[src/rtl/send_arbiter_if.sv]
// send_arbiter_if: send-queue request bundle and post office output bundle.
interface send_arbiter_if #(
    parameter int NUM_SOURCES = 4,
    parameter int DATA_W = 32,
    parameter int SRC_W = $clog2(NUM_SOURCES)
);
    logic [NUM_SOURCES-1:0]             send_queue_arbiter_valid;
    logic [NUM_SOURCES-1:0]             arbiter_send_queue_ready;
    logic [NUM_SOURCES-1:0][DATA_W-1:0] send_queue_arbiter_data;
    logic                               arbiter_postoffice_valid;
    logic                               postoffice_arbiter_ready;
    logic [DATA_W-1:0]                  arbiter_postoffice_data;
    logic [SRC_W-1:0]                   arbiter_postoffice_source;
    modport master (
        input  send_queue_arbiter_valid, send_queue_arbiter_data, postoffice_arbiter_ready,
        output arbiter_send_queue_ready, arbiter_postoffice_valid, arbiter_postoffice_data,
               arbiter_postoffice_source
    );
    modport slave (
        output send_queue_arbiter_valid, send_queue_arbiter_data, postoffice_arbiter_ready,
        input  arbiter_send_queue_ready, arbiter_postoffice_valid, arbiter_postoffice_data,
               arbiter_postoffice_source
    );
endinterface

[src/rtl/send_arbiter.sv]
// send_arbiter: round-robin share of the post office send port with a one-message output slot.
module send_arbiter #(
    parameter int NUM_SOURCES = 4,
    parameter int DATA_W = 32
) (
    input logic clk,
    input logic rst,
    input logic flush,
    send_arbiter_if.master bus
);
    localparam int SRC_W = $clog2(NUM_SOURCES);
    logic              full_q;
    logic [DATA_W-1:0] data_q;
    logic [SRC_W-1:0]  src_q, ptr_q, ptr_d, w, cand;
    logic              any_v, slot_free, xfer;
    // Scan from the highest rotated offset down so the lowest offset wins last.
    always_comb begin
        w = '0;
        any_v = 1'b0;
        cand = '0;
        for (int k = NUM_SOURCES - 1; k >= 0; k--) begin
            cand = SRC_W'((int'(ptr_q) + k) % NUM_SOURCES);
            if (bus.send_queue_arbiter_valid[cand]) begin
                w = cand;
                any_v = 1'b1;
            end
        end
    end
    assign slot_free = !full_q || bus.postoffice_arbiter_ready;
    assign xfer = any_v && slot_free && !flush && !rst;
    assign ptr_d = (w == SRC_W'(NUM_SOURCES - 1)) ? '0 : w + 1'b1;
    assign bus.arbiter_send_queue_ready = xfer ? (NUM_SOURCES'(1) << w) : '0;
    assign bus.arbiter_postoffice_valid = full_q;
    assign bus.arbiter_postoffice_data = data_q;
    assign bus.arbiter_postoffice_source = src_q;
    always_ff @(posedge clk or posedge rst) begin
        if (rst) begin
            full_q <= 1'b0;
            data_q <= '0;
            src_q <= '0;
            ptr_q <= '0;
        end else if (flush) begin
            full_q <= 1'b0;
            ptr_q <= '0;
        end else if (xfer) begin
            full_q <= 1'b1;
            data_q <= bus.send_queue_arbiter_data[w];
            src_q <= w;
            ptr_q <= ptr_d;
        end else if (bus.postoffice_arbiter_ready) begin
            full_q <= 1'b0;
        end
    end
endmodule

[src/flat_wrapper.sv]
// flat-port wrapper written by rule: the top's interface ports become plain ports
module send_arbiter_flat 
#(
    parameter int NUM_SOURCES = 4,
    parameter int DATA_W = 32
)
  (clk, rst, flush, bus_send_queue_arbiter_valid, bus_send_queue_arbiter_data, bus_postoffice_arbiter_ready, bus_arbiter_send_queue_ready, bus_arbiter_postoffice_valid, bus_arbiter_postoffice_data, bus_arbiter_postoffice_source);
  send_arbiter_if #(.NUM_SOURCES(NUM_SOURCES), .DATA_W(DATA_W)) bus_i ();
  input logic clk;
  input logic rst;
  input logic flush;
  input wire logic [$bits(bus_i.send_queue_arbiter_valid)-1:0] bus_send_queue_arbiter_valid;
  input wire logic [$bits(bus_i.send_queue_arbiter_data)-1:0] bus_send_queue_arbiter_data;
  input wire logic [$bits(bus_i.postoffice_arbiter_ready)-1:0] bus_postoffice_arbiter_ready;
  output wire logic [$bits(bus_i.arbiter_send_queue_ready)-1:0] bus_arbiter_send_queue_ready;
  output wire logic [$bits(bus_i.arbiter_postoffice_valid)-1:0] bus_arbiter_postoffice_valid;
  output wire logic [$bits(bus_i.arbiter_postoffice_data)-1:0] bus_arbiter_postoffice_data;
  output wire logic [$bits(bus_i.arbiter_postoffice_source)-1:0] bus_arbiter_postoffice_source;
  assign bus_i.send_queue_arbiter_valid = bus_send_queue_arbiter_valid;
  assign bus_i.send_queue_arbiter_data = bus_send_queue_arbiter_data;
  assign bus_i.postoffice_arbiter_ready = bus_postoffice_arbiter_ready;
  assign bus_arbiter_send_queue_ready = bus_i.arbiter_send_queue_ready;
  assign bus_arbiter_postoffice_valid = bus_i.arbiter_postoffice_valid;
  assign bus_arbiter_postoffice_data = bus_i.arbiter_postoffice_data;
  assign bus_arbiter_postoffice_source = bus_i.arbiter_postoffice_source;
  send_arbiter #(.NUM_SOURCES(NUM_SOURCES), .DATA_W(DATA_W)) u_core (.clk(clk), .rst(rst), .flush(flush), .bus(bus_i));
endmodule
[config.mk]
export PLATFORM = sky130hd
export DESIGN_NAME = send_arbiter_flat
export DESIGN_NICKNAME = d
export VERILOG_FILES = /design/src/rtl/send_arbiter_if.sv /design/src/rtl/send_arbiter.sv /design/src/flat_wrapper.sv
export SDC_FILE = /design/constraint.sdc
export NUM_CORES = 1
export LEC_CHECK = 0
export ABC_AREA = 1
export CORE_ASPECT_RATIO = 1.2
export CORE_MARGIN = 2
export CORE_UTILIZATION = 35
export CTS_CLUSTER_DIAMETER = 80
export CTS_CLUSTER_SIZE = 14
export DETAILED_ROUTE_END_ITERATION = 10
export PLACE_DENSITY = 0.82
export SLEW_MARGIN = 20
export SYNTH_ARGS = -nofsm -noshare
export SYNTH_HDL_FRONTEND = slang
export SYNTH_SLANG_ARGS = --single-unit
[constraint.sdc]
create_clock -name clk -period 2.8 [get_ports clk]
set_clock_uncertainty 0.1 [all_clocks]
set_input_delay 0.28 -clock clk [delete_from_list [all_inputs] [get_ports clk]]
set_output_delay 0.28 -clock clk [all_outputs]
set_load 0.01 [all_outputs]
Yosys cells after proc, flatten, opt, wreduce, memory -nomap -nowiden
Cells that the tools add are included.

word-level totals
  register bits = 37
  bits of input ports = 136
  output and inout bits = 39
  word-level logic and storage cells = 51

operators by class
  add/sub/neg operators = 4
  $lt $le $gt $ge = 5
  eq/ne operators = 1
  shifts and indexed selects = 1
  mux-type cells = 25
  bitwise operators = 1
  reductions and logical operators = 10

operators with widths
  operator                                                                       count
  32-bit binary-select mux with 2-bit select                                     1
  32-bit 2-to-1 mux                                                              1
  2-bit by 3-bit less-than comparator with 1-bit output (second input constant)  5
  2-bit 2-to-1 mux                                                               7
  1-bit 2-to-1 mux                                                               11
  1-bit binary-select mux with 2-bit select                                      4
  2-bit by 1-bit adder with 2-bit output (second input constant)                 2
  2-bit adder (second input constant)                                            2
  4-bit 2-to-1 mux                                                               1
  1-bit by 2-bit left shift with 4-bit output (first input constant)             1
  1-bit logical AND                                                              3
  1-bit logical NOT                                                              3
  3-bit nonzero test                                                             1
  2-bit == test (second input constant)                                          1
  2-bit AND reduction                                                            1
  2-bit nonzero test                                                             1
  1-bit logical OR                                                               1
  1-bit NOT                                                                      1

Logic depth before layout (Yosys ltp)
Gate-level depths: netlist of run 1.

  depth after elaboration = 12
  gate-level depth with buffers = 17
  mapped depth without buffers = 14

Worst setup path before layout of run 1
No wires, ideal clock.

  path kind = input to output
  start = input port rst
  end = output port bus_arbiter_send_queue_ready[0]
  arrival time = 1.879 ns
  data required time = 2.420 ns
  path slack = 0.541 ns
  cell stages on the path = 6
  buffers on the path = 1
  path through = inv_1 -> nand3_1 -> buf_4 -> nor2_4 -> inv_2 -> nor2_1

between the ends
  longest elaborated chain between the ends = 3

RTL lines
  what                RTL line            RTL
  start: declaration  flat_wrapper.sv:10  input logic rst;
  1-bit logical NOT   send_arbiter.sv:30  assign xfer = any_v && slot_free && !flush && !rst;
  1-bit logical AND   send_arbiter.sv:30
  4-bit 2-to-1 mux    send_arbiter.sv:32  assign bus.arbiter_send_queue_ready = xfer ? (NUM_SOURCES'(1) << w) : '0;
  end: declaration    flat_wrapper.sv:15  output wire logic [$bits(bus_i.arbiter_send_queue_ready)-1:0] bus_arbiter_send_queue_ready;

No other way between the ends.

Final worst setup path of run 1
  start = register u_core.ptr_q[0]
  end = output port bus_arbiter_send_queue_ready[3]

between the ends
  longest elaborated chain between the ends = 11
  elaborated cells on any way between the ends = 24
  classes of those cells = add/sub (3); shift (1); mux (17); reduce/logical (3)

RTL lines
  what                                       RTL line            RTL
  start: declaration                         send_arbiter.sv:14  logic [SRC_W-1:0] src_q, ptr_q, ptr_d, w, cand;
  start signal: assignment                   send_arbiter.sv:49  ptr_q <= ptr_d;
  2-bit adder                                send_arbiter.sv:22  cand = SRC_W'((int'(ptr_q) + k) % NUM_SOURCES);
  1-bit binary-select mux with 2-bit select  send_arbiter.sv:23  if (bus.send_queue_arbiter_valid[cand]) begin
  1-bit 2-to-1 mux (implied by the code)     send_arbiter.sv:23
  1-bit 2-to-1 mux (4 in series)             send_arbiter.sv:23
  1-bit logical AND (3 in series)            send_arbiter.sv:30
  4-bit 2-to-1 mux *                         send_arbiter.sv:32

Every way passes the cells marked *; elsewhere a longest branch is shown, timed or not. The select of a mux whose other input is x is not followed.

==> impl_results.md, run 1 <==
- Status: finished clean
- Row cnt: 39
- Number of DRC markers in iteration 0: 109
- Buffer type at the clock tree root: sky130_fd_sc_hd__clkbuf_16
- Layout cells sized above 1: 0.0512
- Relative contribution of sequential cells to total power: 0.175
- Horizontal die dimension: 93.7 um
- Die area: 10500 um^2
- Area of the core: 9470 um^2
- Net Switching: 2.54 mW
- Peak clock frequency supported by timing: 0.421 GHz
- Leakage: 3.08 nW
- Final HPWL from detailed placement: 7.48 mm
- Ports placed on the boundary: 175
- Max-capacitance violation count: 0
- Antenna diode count: 0
- Metal-1 WL: 4.04 mm
- Metal2 WL: 5.23 mm
- Summed instance area of the synthesized netlist: 3380 um^2
- Fraction of the yosys area taken by sequential cells: 0.274
- Number of distinct library cells after synthesis: 22
- Cell type with the largest total area after synthesis: sky130_fd_sc_hd__dfrtp_1
- Final Wtd Congestion: 0.789
- CP startpoint: u_core.ptr_q[0]$_DFFE_PP0P_
- Min setup slack post-route: 0.422 ns
- Aggregate negative setup slack: 0 ns
- Average instance area after synthesis: 5.64 um^2
- All-Layer GR Usage: 0.197
- Global-route wire length before repair: 17.1 mm
- WHS: 0.372 ns
- Synth Instances: 600
- Maximum count of clock buffers along a single path: 2
- Total grt overflow: 0
- Worst reg2reg endpoint: u_core.bus.arbiter_postoffice_data[6]$_DFFE_PP0P_
- Setup repair after global routing missed its margin: no
- Hold_buf cts: 0
- Worst slack, placed: 0.114 ns
- Reg2reg path depth: 14
- Initial core utilization: 0.357
- Routed vias: 3955
- Class of the most critical hold timing path: flop to flop
- Sw Ratio: 0.489
- Worst reg2reg path startpoint: u_core.ptr_q[0]$_DFFE_PP0P_
- CP Data Required Time: 2.42 ns
- Vias in the first global route: 3759
- CTS clk-pin slew, worst paths: 0.05 ns
- Pin count of the biggest net entering global routing: 65
- Worst Path Max Fanout: 4
- Seq cells post-synth: 37
- Fraction of synthesized cell area taken by the top area cell type: 0.274
- Antenna violations before repair: 0
- Synth area leaders: sky130_fd_sc_hd__dfrtp_1 27%, sky130_fd_sc_hd__nand2_1 25%, sky130_fd_sc_hd__nand3_1 20%
- CP endpoint kind: primary output
- DRC violation count after routing: 0
- Register-to-register setup slack: 0.42 ns
- Wire length per cell: 11.6 um
- Mapped Nets: 738
- Startpoint of the most critical hold path: u_core.bus.arbiter_postoffice_data[11]$_DFFE_PP0P_
- Fin nets: 900
- Startpoint kind of the worst setup timing path: flop
- Commonest non-fill, non-tap cells in the layout: 226 x sky130_fd_sc_hd__nand2_1, 170 x sky130_fd_sc_hd__clkdlybuf4s50_1, 138 x sky130_fd_sc_hd__inv_1
- Die boundary height: 112 um
- Max Used Layer: met4
- Count of nets left with antenna violations after detail routing: 0
- Count of yosys warnings during synthesis: 0
- End of the worst hold path: u_core.bus.arbiter_postoffice_data[11]$_DFFE_PP0P_
- TritonCTS clock tree: yes
- Arrival time at the worst endpoint: 2.00 ns
- Fin. Hold Viols: 0
- Least-Margin Pin Slew: 0.688 ns
- Leading cell type in the layout, fill and taps excluded: sky130_fd_sc_hd__nand2_1
- Signed area change from the synthesized netlist to the final layout: 57.2%
- Critical path class: flop to primary output
- Pint: 2.65 mW
- Clock Sinks: 37
- Worst supply voltage drop on vdd: 0.527 mV
- Clock buffers created by TritonCTS: 5
- Total power divided by cell area: 977 nW/um^2
- Wire length on met3: 836 um
- Latest clock arrival within the worst-skew pair: 0.27 ns
- Iteration count of the initial detailed-routing pass: 4
- Worst slew margin: 0.541
- Period minus WS final: 2.38 ns
- Share of power burned in combinational logic: 0.721
- Fin. max-slew vios: 0
- Total Wirelength: 10.3 mm
- PortBufs: 174
- Finished Core Util: 0.561
- Vias per inst: 4.47
- Worst hold path depth: 2
- Count of final setup violators: 0
- CTS H-Tree Depth: 2
- Clock share of power: 0.104
- Ratio of final minimum period to clock period: 0.849
==> kinds of logic (layout without fill, tap and decap cells) <==
logic type	Yosys count	count (layout)	synth area share
simple gates	379	379	0.482
buf+inv	178	340	0.231
flops	37	37	0.274
compound gates	4	4	0.00629
fa+ha+maj	2	2	0.00740
==> power by group through the flow <==
stage,registers [mW],clock network [mW],logic (mW)
2_1_floorplan,1.01,0,2.63
3_3_place_gp,0.917,0,3.70
3_5_place_dp,0.928,0,3.75
4_1_cts,0.923,0.561,3.77
5_1_grt,0.944,0.587,4.26
6_report,0.911,0.539,3.74
==> synth_stat cells <==
cell,instances
sky130_fd_sc_hd__a21oi_1,1
sky130_fd_sc_hd__buf_2,17
sky130_fd_sc_hd__buf_4,9
sky130_fd_sc_hd__buf_6,7
sky130_fd_sc_hd__clkbuf_1,2
sky130_fd_sc_hd__dfrtp_1,37
sky130_fd_sc_hd__ha_1,2
sky130_fd_sc_hd__inv_1,139
sky130_fd_sc_hd__inv_2,3
sky130_fd_sc_hd__inv_6,1
sky130_fd_sc_hd__nand2_1,226
sky130_fd_sc_hd__nand2_2,5
sky130_fd_sc_hd__nand2_4,1
sky130_fd_sc_hd__nand3_1,133
sky130_fd_sc_hd__nand3_2,1
sky130_fd_sc_hd__nor2_1,9
sky130_fd_sc_hd__nor2_2,2
sky130_fd_sc_hd__nor2_4,1
sky130_fd_sc_hd__nor3_1,1
sky130_fd_sc_hd__o21ai_0,1
sky130_fd_sc_hd__o21ai_1,1
sky130_fd_sc_hd__o22ai_1,1
==> worst max-delay path, cell delays in order (launching register included) <==
cell and delay [ns]:
sky130_fd_sc_hd__dfrtp_2 0.45, sky130_fd_sc_hd__buf_4 0.16, sky130_fd_sc_hd__nand2_1 0.05, sky130_fd_sc_hd__nand2_1 0.08
sky130_fd_sc_hd__nand2_1 0.11, sky130_fd_sc_hd__nand2_4 0.07, sky130_fd_sc_hd__inv_1 0.05, sky130_fd_sc_hd__nand2_1 0.06
sky130_fd_sc_hd__nand2_1 0.06, sky130_fd_sc_hd__nand2_1 0.04, sky130_fd_sc_hd__nand2_1 0.11, sky130_fd_sc_hd__ha_1 0.16
sky130_fd_sc_hd__inv_1 0.05, sky130_fd_sc_hd__nor2_1 0.10, sky130_fd_sc_hd__dlymetal6s2s_1 0.17
==> stage by stage <==
stage	area, um^2	total power [mW]	instances
6_report	5320	5.19	885
5_1_grt	5320	5.79	885
4_1_cts	5290	5.25	882
3_5_place_dp	5140	4.68	875
3_3_place_gp	5140	4.62	875
2_1_floorplan	3380	3.64	600
==> how the worst max path moves through the flow <==
stage | endpoint | slack (ns) | depth (start not counted)
2_1_floorplan | bus_arbiter_send_queue_ready[0] | 0.54 | 6
3_3_place_gp | bus_arbiter_send_queue_ready[3] | 0.13 | 13
3_5_place_dp | bus_arbiter_send_queue_ready[1] | 0.11 | 13
4_1_cts | bus_arbiter_send_queue_ready[3] | 0.03 | 13
5_1_grt | u_core.bus.arbiter_postoffice_data[17]$_DFFE_PP0P_ | 0.22 | 14
6_report | bus_arbiter_send_queue_ready[3] | 0.42 | 14
==> flip-flops by register name (all words and copies together) (netlist names) <==
signal                                flops
u_core.bus.arbiter_postoffice_source      2
u_core.ptr_q                              2
u_core.bus.arbiter_postoffice_valid       1
u_core.bus.arbiter_postoffice_data       32
==> cell type report <==
class / count / area (um^2)
multi-input cells: 385 / 1680
repair buffers: 190 / 1870
inverters: 143 / 542
clock buffers: 7 / 143
fillers: 940 / 4150
well taps: 123 / 154
flip-flops and latches: 37 / 927
==> layer usage <==
metal / vias up / GRT usage
li1: 2090 / -
met1: 1723 / 0.221
met2: 128 / 0.369
met3: 14 / 0.0474
met4: 0 / 0.0483
met5: - / 0
==> what timing repair did <==
item,CTS,global route
setup buffers,0,3
resized for setup,1,4
setup endpoints to repair,3,4
Power figures use the tool's default switching activity.
==> run 2, diff against run 1 <==
clock period = 2.3 ns   (was 2.8 ns; I/O delays follow)
==> run 2 against run 1 <==
The run now ends with setup timing left; setup slack lost 0.43 ns; final cell count grew 1.1%; combinational power grew 31%; non-clock buffer count grew 9; total power grew 31%; clock-buffer cell count is the same; critical endpoint unchanged; first-iteration DRC count grew 71%; wire length grew 0.93%; sequential cell count is the same; register-to-register slack lost 0.32 ns.
==> impl_results.md, run 2 (synthesis gave the netlist of run 1 again) <==
- Status: finished with violations
- Violations in the final reports: setup timing
- Worst Path Max Fanout: 8 (+4)
- Reg2reg path depth: 13 (-1)
- TritonCTS clock tree: yes
- Ratio of final minimum period to clock period: 1.00
- Horizontal die dimension: 93.7 um (unchanged)
- Row cnt: 39 (unchanged)
- Overall power of the completed layout: 6.81 mW (+31%)
- Placed Cells incl. Taps: 883 (+0.91%)
- Number of DRC markers in iteration 0: 186 (+71%)
- Latest clock arrival within the worst-skew pair: 0.27 ns (about the same)
- Iteration count of the initial detailed-routing pass: 8 (+4)
- Net Switching: 3.27 mW (+29%)
- Antenna violations before repair: 0 (unchanged)
- Die boundary height: 112 um (unchanged)
- Final Wtd Congestion: 0.805 (+2.1%)
- Die area: 10500 um^2 (unchanged)
- Share of power burned in combinational logic: 0.722 (about the same)
- Peak clock frequency supported by timing: 0.433 GHz
- Ports placed on the boundary: 175 (unchanged)
- Buffer type at the clock tree root: sky130_fd_sc_hd__clkbuf_16
- PortBufs: 174 (unchanged)
- CTS clk-pin slew, worst paths: 0.05 ns (about the same)
- Critical path class: flop to primary output
- Routed vias: 3959 (+0.10%)
- Setup repair after global routing missed its margin: yes
- Worst slack, placed: -0.282 ns (-0.396 ns)
- Least-Margin Pin Slew: 0.478 ns (-0.210 ns)
- Worst reg2reg endpoint: u_core.bus.arbiter_postoffice_data[14]$_DFFE_PP0P_
- Leading cell type in the layout, fill and taps excluded: sky130_fd_sc_hd__nand2_1
- Worst reg2reg path startpoint: u_core.ptr_q[0]$_DFFE_PP0P_
- Worst slew margin: 0.681 (+0.140)
- Final Instance Count excl. Fillers: 895 (+1.1%)
- Min setup slack post-route: -0.00875 ns (-0.431 ns)
- Vias per inst: 4.42 (-1.0%)
- Maximum count of clock buffers along a single path: 2 (unchanged)
- Total Wirelength: 10.4 mm (+0.93%)
- Setup crit end: bus_arbiter_send_queue_ready[3]
- Clock share of power: 0.115 (+0.011)
- Arrival time at the worst endpoint: 1.98 ns (-0.02 ns)
- Antenna diode count: 0 (unchanged)
- CP endpoint kind: primary output
- CTS H-Tree Depth: 2 (unchanged)
- Pint: 3.53 mW (+33%)
- Total power divided by cell area: 1240 nW/um^2 (+27%)
- Startpoint kind of the worst setup timing path: flop
- Layout cells sized above 1: 0.0997 (+0.0486)
- Clock Sinks: 37 (unchanged)
- Fin nets: 909 (+1.0%)
- All-Layer GR Usage: 0.193 (-0.00476)
- Global-route wire length before repair: 16.7 mm (-2.5%)
- Signed area change from the synthesized netlist to the final layout: 62.7%
- Count of nets left with antenna violations after detail routing: 0 (unchanged)
- Fin. max-slew vios: 0 (unchanged)
- Vias in the first global route: 3680 (-2.1%)
- Filler Cell Count: 935 (-0.53%)
- Pin count of the biggest net entering global routing: 65 (unchanged)
- Max-capacitance violation count: 0 (unchanged)
- CP Data Required Time: 1.97 ns (-0.45 ns)
- Clock buffers created by TritonCTS: 5 (unchanged)
- Area used by multi-input combinational logic: 1780 um^2 (+6.0%)
- DRC violation count after routing: 0 (unchanged)
- Relative contribution of sequential cells to total power: 0.164 (-0.011)
- Max reg flops: 32 (unchanged)
- Commonest non-fill, non-tap cells in the layout: 209 x sky130_fd_sc_hd__nand2_1, 170 x sky130_fd_sc_hd__clkdlybuf4s50_1, 136 x sky130_fd_sc_hd__inv_1
- Area of the core: 9470 um^2 (unchanged)
- Period minus WS final: 2.31 ns
- Wire length per cell: 11.6 um (-0.19%)
- Final HPWL from detailed placement: 7.46 mm (-0.36%)
- Fin. Hold Viols: 0 (unchanged)
- Sw Ratio: 0.481 (-0.00796)
- Worst supply voltage drop on vdd: 0.560 mV (+6.2%)
- Count of final setup violators: 1 (+1)
- Initial core utilization: 0.357 (unchanged)
- Sequential cell area: 927 um^2 (unchanged)
- Class of the most critical hold timing path: input port to asynchronous set/reset pin
- WHS: 0.339 ns (-0.0331 ns)
- Total grt overflow: 0 (unchanged)
- CP startpoint: u_core.ptr_q[0]$_DFFE_PP0P_
- Register-to-register setup slack: 0.10 ns (-0.32 ns)
- Hold_buf cts: 0 (unchanged)
- Leakage: 3.09 nW (+0.40%)
==> run 2: cell types whose count changed in the layout (fill, tap and decap cells not counted), sizes merged <==
cell	change
buf	+13
dlymetal6s2s	-4
bufinv	+1
clkinv	+1
inv	-1
==> run 2: power groups by stage <==
stage               Clock, mW  Combinational, mW  Sequential (mW)
floorplan                   0               3.21             1.23
finish                  0.780               4.91             1.12
CTS                     0.809               4.67             1.12
global placement            0               4.58             1.11
global route            0.838               5.52             1.16
detailed placement          0               4.64             1.12
==> run 2: worst min-delay path by stage <==
stage	from	depth (start not counted)	slack, ns	to
after global placement	u_core.bus.arbiter_postoffice_data[26]$_DFFE_PP0P_	2	0.36	u_core.bus.arbiter_postoffice_data[26]$_DFFE_PP0P_
after global routing	rst	3	0.39	u_core.bus.arbiter_postoffice_data[24]$_DFFE_PP0P_
final	rst	3	0.34	u_core.bus.arbiter_postoffice_data[27]$_DFFE_PP0P_
after detailed placement	u_core.bus.arbiter_postoffice_data[26]$_DFFE_PP0P_	2	0.36	u_core.bus.arbiter_postoffice_data[26]$_DFFE_PP0P_
after floorplan	bus_postoffice_arbiter_ready	3	0.29	u_core.bus.arbiter_postoffice_valid$_DFFE_PP0P_
after CTS	rst	3	0.38	u_core.bus.arbiter_postoffice_data[24]$_DFFE_PP0P_
==> run 2: cell type report <==
class,count,share of cell area
Clock inverter,1,0.00546
Timing Repair Buffer,199,0.350
Clock buffer,7,0.0259
Sequential cell,37,0.168
Inverter,143,0.0984
Multi-Input combinational cell,385,0.324
Tap cell,123,0.0280
==> run 2: repair_timing <==
action,CTS,global route
gates resized for setup,17,37
pin swaps,0,16
setup endpoints to repair,36,38
setup buffers,0,4
==> run 2: per-stage QoR <==
| stage | instance area [um^2] | TNS, ns | utilization |
|---|---|---|---|
| after floorplan | 3380 | 0 | - |
| after global placement | 5200 | -5.21 | 0.549 |
| after detailed placement | 5200 | -7.27 | 0.549 |
| after CTS | 5380 | 0 | 0.568 |
| after global routing | 5500 | -1.71 | 0.581 |
| final | 5500 | -0.00875 | 0.581 |
==> run 2: metal layers <==
| metal | routed length, um | vias to the layer above | GRT usage |
|---|---|---|---|
| met5 | 0 | - | 0 |
| met4 | 140 | 0 | 0.0425 |
| met3 | 733 | 12 | 0.0494 |
| met2 | 5270 | 116 | 0.348 |
| met1 | 4230 | 1716 | 0.227 |
| li1 | - | 2115 | - |
==> run 2: worst max-delay path, stage by stage (launching register included) <==
cell,delay (ns)
sky130_fd_sc_hd__dfrtp_2,0.48
sky130_fd_sc_hd__clkinv_4,0.11
sky130_fd_sc_hd__nand2_2,0.06
sky130_fd_sc_hd__nand2_2,0.10
sky130_fd_sc_hd__nand2_2,0.08
sky130_fd_sc_hd__nand2_2,0.10
sky130_fd_sc_hd__nor2_4,0.04
sky130_fd_sc_hd__nor2_2,0.13
sky130_fd_sc_hd__nand2_4,0.09
sky130_fd_sc_hd__nand2_8,0.11
sky130_fd_sc_hd__ha_4,0.13
sky130_fd_sc_hd__inv_2,0.04
sky130_fd_sc_hd__nor2_2,0.09
sky130_fd_sc_hd__buf_2,0.14
==> run 3, diff against run 2 <==
GPL_ROUTABILITY_DRIVEN = 0   (was not set)
==> results of run 3 <==
No change in the layout: final DEF, timing and power equal those of run 2.
